===== src/rtl/dc_offset_remove.sv =====
// Removes the latest frame mean from a Q1.15 sample stream through a 2-stage saturating pipe.
// Optional define DC_IIR_EN smooths frame-boundary offset updates with a shift-based IIR.
module dc_offset_remove #(
  parameter int unsigned DATA_W    = 16,
  parameter int unsigned FRAME_LEN = 2048,
  parameter int unsigned IIR_SHIFT = 3
) (
  input  logic              clk,
  input  logic              rst,
  input  logic              i_mean_valid,
  input  logic [DATA_W-1:0] i_mean_in,
  input  logic              i_s_valid,
  output logic              o_s_ready,
  input  logic [DATA_W-1:0] i_s_data,
  output logic              o_m_valid,
  input  logic              i_m_ready,
  output logic [DATA_W-1:0] o_m_data,
  output logic              o_m_sat,
  output logic              o_mean_locked
);

  localparam int unsigned CNT_W = (FRAME_LEN > 1) ? $clog2(FRAME_LEN) : 1;
  localparam logic [CNT_W-1:0] CNT_LAST = CNT_W'(FRAME_LEN - 1);

  typedef enum logic [0:0] {StWaitMean, StRun} state_e;

  state_e              r_state, w_state_next;
  logic [DATA_W-1:0]   r_offset, w_offset_next;
  logic [DATA_W-1:0]   r_pend_mean, w_pend_mean_next;
  logic                r_pend_flag, w_pend_flag_next;
  logic [CNT_W-1:0]    r_frame_cnt, w_frame_cnt_next;
  logic                r_locked, w_locked_next;

  logic                r_s1_valid;
  logic [DATA_W:0]     r_s1_diff;
  logic                r_m_valid;
  logic [DATA_W-1:0]   r_m_data;
  logic                r_m_sat;

  logic                w_adv;
  logic                w_accept;
  logic [DATA_W:0]     w_diff;
  logic [DATA_W-1:0]   w_sat_data;
  logic                w_sat_flag;
  logic [DATA_W-1:0]   w_run_offset;

  assign w_adv    = !r_m_valid || i_m_ready;
  assign w_accept = i_s_valid && w_adv;
  assign w_diff   = {i_s_data[DATA_W-1], i_s_data} - {r_offset[DATA_W-1], r_offset};

  // Overflow shows up as disagreement between the two top bits of the 17-bit difference.
  always_comb begin
    w_sat_data = r_s1_diff[DATA_W-1:0];
    w_sat_flag = 1'b0;
    if (r_s1_diff[DATA_W] != r_s1_diff[DATA_W-1]) begin
      w_sat_flag = 1'b1;
      w_sat_data = r_s1_diff[DATA_W] ? {1'b1, {(DATA_W-1){1'b0}}}
                                     : {1'b0, {(DATA_W-1){1'b1}}};
    end
  end

`ifdef DC_IIR_EN
  logic signed [DATA_W:0] w_iir_delta;
  logic signed [DATA_W:0] w_iir_step;
  logic signed [DATA_W:0] w_iir_sum;
  logic                   w_unused_iir_msb;

  assign w_iir_delta = $signed({r_pend_mean[DATA_W-1], r_pend_mean})
                     - $signed({r_offset[DATA_W-1], r_offset});
  assign w_iir_step  = w_iir_delta >>> IIR_SHIFT;
  assign w_iir_sum   = $signed({r_offset[DATA_W-1], r_offset}) + w_iir_step;
  // The step never overshoots the target, so the sum always fits in DATA_W bits.
  assign w_run_offset     = w_iir_sum[DATA_W-1:0];
  assign w_unused_iir_msb = w_iir_sum[DATA_W];
`else
  logic w_unused_iir_shift;
  assign w_run_offset       = r_pend_mean;
  assign w_unused_iir_shift = ^IIR_SHIFT;
`endif

  always_comb begin
    w_state_next     = r_state;
    w_offset_next    = r_offset;
    w_pend_mean_next = r_pend_mean;
    w_pend_flag_next = r_pend_flag;
    w_frame_cnt_next = r_frame_cnt;
    w_locked_next    = r_locked;

    if (w_accept) begin
      w_frame_cnt_next = (r_frame_cnt == CNT_LAST) ? '0 : r_frame_cnt + 1'b1;
    end

    unique case (r_state)
      StWaitMean: begin
        if (r_pend_flag) begin
          w_offset_next    = r_pend_mean;
          w_pend_flag_next = 1'b0;
          w_frame_cnt_next = '0;
          w_locked_next    = 1'b1;
          w_state_next     = StRun;
        end
      end
      StRun: begin
        if (w_accept && (r_frame_cnt == CNT_LAST) && r_pend_flag) begin
          w_offset_next    = w_run_offset;
          w_pend_flag_next = 1'b0;
        end
      end
      default: w_state_next = StWaitMean;
    endcase

    // A fresh mean arriving in the consumption cycle survives as the next pending value.
    if (i_mean_valid) begin
      w_pend_mean_next = i_mean_in;
      w_pend_flag_next = 1'b1;
    end
  end

  always_ff @(posedge clk or negedge rst) begin
    if (!rst) begin
      r_state     <= StWaitMean;
      r_offset    <= '0;
      r_pend_mean <= '0;
      r_pend_flag <= 1'b0;
      r_frame_cnt <= '0;
      r_locked    <= 1'b0;
    end else begin
      r_state     <= w_state_next;
      r_offset    <= w_offset_next;
      r_pend_mean <= w_pend_mean_next;
      r_pend_flag <= w_pend_flag_next;
      r_frame_cnt <= w_frame_cnt_next;
      r_locked    <= w_locked_next;
    end
  end

  always_ff @(posedge clk or negedge rst) begin
    if (!rst) begin
      r_s1_valid <= 1'b0;
      r_s1_diff  <= '0;
      r_m_valid  <= 1'b0;
      r_m_data   <= '0;
      r_m_sat    <= 1'b0;
    end else if (w_adv) begin
      r_s1_valid <= w_accept;
      r_s1_diff  <= w_diff;
      r_m_valid  <= r_s1_valid;
      r_m_data   <= w_sat_data;
      r_m_sat    <= w_sat_flag;
    end
  end

  assign o_s_ready     = w_adv;
  assign o_m_valid     = r_m_valid;
  assign o_m_data      = r_m_data;
  assign o_m_sat       = r_m_sat;
  assign o_mean_locked = r_locked;

endmodule


===== config.mk =====
export PLATFORM = sky130hd
export DESIGN_NAME = dc_offset_remove
export DESIGN_NICKNAME = d
export VERILOG_FILES = /design/src/rtl/dc_offset_remove.sv
export SDC_FILE = /design/constraint.sdc
export NUM_CORES = 1
export LEC_CHECK = 0
export ABC_AREA = 1
export CORE_MARGIN = 2
export CORE_UTILIZATION = 40
export CTS_CLUSTER_DIAMETER = 30
export DETAILED_ROUTE_END_ITERATION = 16
export SYNTH_ARGS = -nofsm -noshare
export SYNTH_HDL_FRONTEND = slang
export SYNTH_SLANG_ARGS = --single-unit

===== constraint.sdc =====
create_clock -name clk -period 1.55 [get_ports clk]
set_input_delay 0.31 -clock clk [delete_from_list [all_inputs] [get_ports clk]]
set_output_delay 0.31 -clock clk [all_outputs]
set_load 0.01 [all_outputs]

==> flow_summary.json <==
{
  "ys_ff_latch": 82,
  "async_reset_ff_share_pct": 100,
  "cts_max_path_buffers": 2,
  "rsz0062_at_grt": "true",
  "worstSetupPathType": "reg -> reg",
  "vias": 3810,
  "crit_path_end": "r_s1_diff[16]",
  "first_pass_iters": 4,
  "switching_share_pct": 33.2,
  "startpoint": "r_offset[0]",
  "worstReg2RegStart": "r_offset[0]",
  "die_area_um2": 11800,
  "grt_pass1_wl_um": 16600,
  "worst_slew_pin_slew_ns": 0.377,
  "viasPerCell": 4.56,
  "grt_max_degree": 35,
  "setup_slack_ns": -0.184,
  "synth_top_area_share_pct": 46.8,
  "dpl.hpwl_um": 7180,
  "timing.rr.end": "r_s1_diff[16]",
  "max_clock_freq_mhz": 577,
  "cp-start-kind": "flip-flop",
  "ant_nets": 0,
  "fin_nets": 748,
  "finalWirelength_um": 9640,
  "dpl-instance-area_um2": 5460,
  "ff2ff_setup_slack_ns": -0.18,
  "synth.most_common_cell": "nand2_1",
  "end_kind": "flip-flop",
  "violations": "negative setup slack",
  "avgSynthCellArea_um2": 7.54,
  "fin_cells": 836,
  "setup_tns_ns": -0.822,
  "gr-total-overflow": 0,
  "synthToLayoutAreaGrowth_pct": 37.1,
  "timing.slew.headroom_pct": 74.9,
  "outcome": "finished, violations left",
  "p_leak_nw": 3.14,
  "cell_internal_pwr_mw": 4.54,
  "fin_crit_sh_pct": 112,
  "pre_cts_ws_ns": -0.600,
  "skew_ns": 0.0129,
  "irDropWorstVdd_mv": 0.722,
  "yosysWarnings": 0,
  "r2r_cells": 13,
  "slowest_stage": "dfrtp_1",
  "cp_max_fo": 4,
  "cp.arrival_ns": 2.02,
  "hold_viol": 0,
  "core_area_um2": 10700,
  "numCtsBuffers": 9,
  "path_buf_inv": 1,
  "final_max_slew_viol_count": 0,
  "drt-initial-drc-count": 149,
  "setup-violations-final": 10,
  "ys.flop_type": "dfrtp_1",
  "final_area_um2": 6010,
  "synth_commonest_cells": "nand2_1, dfrtp_1, inv_1, nor2_1, nand3_1",
  "cp.depth": 13,
  "seq_area_frac_synth_pct": 46.8,
  "synth_top_area_cell": "dfrtp_1",
  "path_cells": "ha_2 -> fa_2 -> inv_2 -> nand2_2 -> nand2_2 -> nand3_2 -> nand2_4 -> nand2_2 -> nand2_1 -> nand2_1 -> nand2_1 -> nand2_1 -> nand2_1",
  "wl_per_cell_um": 11.5,
  "netlist_instances": 581,
  "synth_edf_count": 0,
  "initial_utilization_pct": 40.8,
  "rows": 38,
  "worstPathRequired_ns": 1.83,
  "port_buffers": 56,
  "h-tree-depth": 3,
  "num_antenna_cells": 0,
  "clk_pin_slew_ns": 0.08,
  "grt_pass1_vias": 3722,
  "io_pins": 57,
  "power_frac_seq_pct": 42.7,
  "track_usage_pct": 17.6,
  "synth.distinct_cells": 30,
  "power.density_cell_area_nw_per_um2": 1130,
  "max_stage_delay_ns": 0.41,
  "power_frac_comb_pct": 34.2,
  "antenna_found_initial": 0,
  "cts-root-buf": "clkbuf_8",
  "drive_gt1_share_pct": 21.6,
  "max-cap-violations": 0,
  "cts.sinks": 82,
  "synth_fp_nets": 638,
  "cts_tree": "yes",
  "hp-class": "in -> async",
  "netlist_area_um2": 4380,
  "synth.area.top_cells": "dfrtp_1, nand2_1, inv_1",
  "clkPwrFrac_pct": 23.1,
  "fp.dieH_um": 109,
  "crit_family": "simple AND/OR/NAND/NOR gates",
  "cp_common_cell": "nand2_1",
  "p_sw_mw": 2.26,
  "gp_congestion": 0.850,
  "place_inst": 812,
  "dieWidth_um": 109,
  "drc": 0,
  "clk_latency_ns": 0.35,
  "fin_crit_ns": 1.73
}
stage by stage:
step / total power [mW] / hold slack, ns / util [%]
floorplan: 4.13 / 0.0144 / -
global placement: 5.17 / 0.253 / 50.8
detailed placement: 5.24 / 0.257 / 50.8
CTS: 6.81 / 0.426 / 54.5
global route: 7.33 / 0.440 / 55.9
finish: 6.80 / 0.415 / 55.9
state kept, by name, indices dropped and copies added, names as in the netlist, 11 cells and up:
name / count
o_m_data: 16
r_pend_mean: 16
r_offset: 16
r_frame_cnt: 11
r_s1_diff: 17
kinds of logic (layout without fill, tap and decap cells):
group           after synthesis  in the layout  share of synthesized area, %
fa+ha+maj                    20             20                          5.88
xor+xnor                      5              5                         0.999
buf+inv                      89            204                          8.14
simple gates                343            343                          33.3
flops                        82             82                          46.8
compound gates               42             42                          4.82
metal layers:
metal | share of wire, % | GRT usage, %
met1 | 45 | 21.1
met2 | 49 | 31.3
met3 | 2.9 | 2.57
met4 | 2.7 | 7.97
met5 | 0 | 0
worst min-delay path by stage:
stage	endpoint	slack (ns)	cells after the start
after CTS	r_frame_cnt[4]	0.43	2
after global placement	o_m_valid	0.25	1
final	o_m_valid	0.42	2
after global routing	r_frame_cnt[5]	0.44	2
after detailed placement	o_m_valid	0.26	1
after floorplan	o_m_data[0]	0.01	0
layout make-up:
class	instances	area (µm²)
Clock buffer	11	141
Clock inverter	5	62.6
Fill cell	1062	4740
Inverter	73	274
Multi-Input combinational cell	410	2290
Sequential cell	82	2050
Tap cell	140	175
Timing Repair Buffer	115	1020
power groups by stage:
stage | Combinational [mW] | Sequential (mW) | Clock (mW)
floorplan | 1.11 | 3.02 | 0
global placement | 2.23 | 2.94 | 0
detailed placement | 2.28 | 2.96 | 0
CTS | 2.28 | 2.91 | 1.62
global route | 2.64 | 2.97 | 1.72
finish | 2.32 | 2.91 | 1.57
worst reg2reg max path: cells and delay by family, from the launching register on:
family                   cells  cell delay, ns
adder cells (fa/ha/maj)      2            0.55
AND/OR/NAND/NOR             10            0.62
flip-flops                   1            0.41
buffers and inverters        1            0.07
placed cells by master (no fill, tap or decap), types with 2 or more instances in the layout:
cell type,netlist,routed
nand2_1,236,217
dfrtp_1,82,81
inv_1,67,60
buf_4,1,56
nor2_1,36,35
nand3_1,35,31
dlygate4sd2_1,0,27
a21oi_1,32,25
clkdlybuf4s50_1,0,24
nand2_2,3,20
ha_4,0,13
inv_2,4,11
clkbuf_8,0,10
o21ai_0,9,8
a21oi_2,0,7
nand3b_1,6,6
nor3_1,7,4
nand2_4,4,4
or2_2,5,4
nand3_2,0,4
ha_1,19,4
dlymetal6s2s_1,0,4
nor3_2,0,3
xnor2_1,3,3
nand4_1,3,3
buf_12,0,3
nand2_8,0,2
xor2_1,2,2
nor3b_1,2,2
clkinv_1,2,2
and2_1,2,2
ha_2,0,2
clkinvlp_4,0,2
timing repair:
item | 4_1_cts | 5_1_grt
buffers inserted | 1 | 6
hold buffers | 1 | 0
setup endpoints to repair | 42 | 41
pin swaps | 7 | 5
resized for setup | 68 | 23
hold endpoints to repair | 24 | 0
Note: power is estimated with default switching activity, not from simulation.
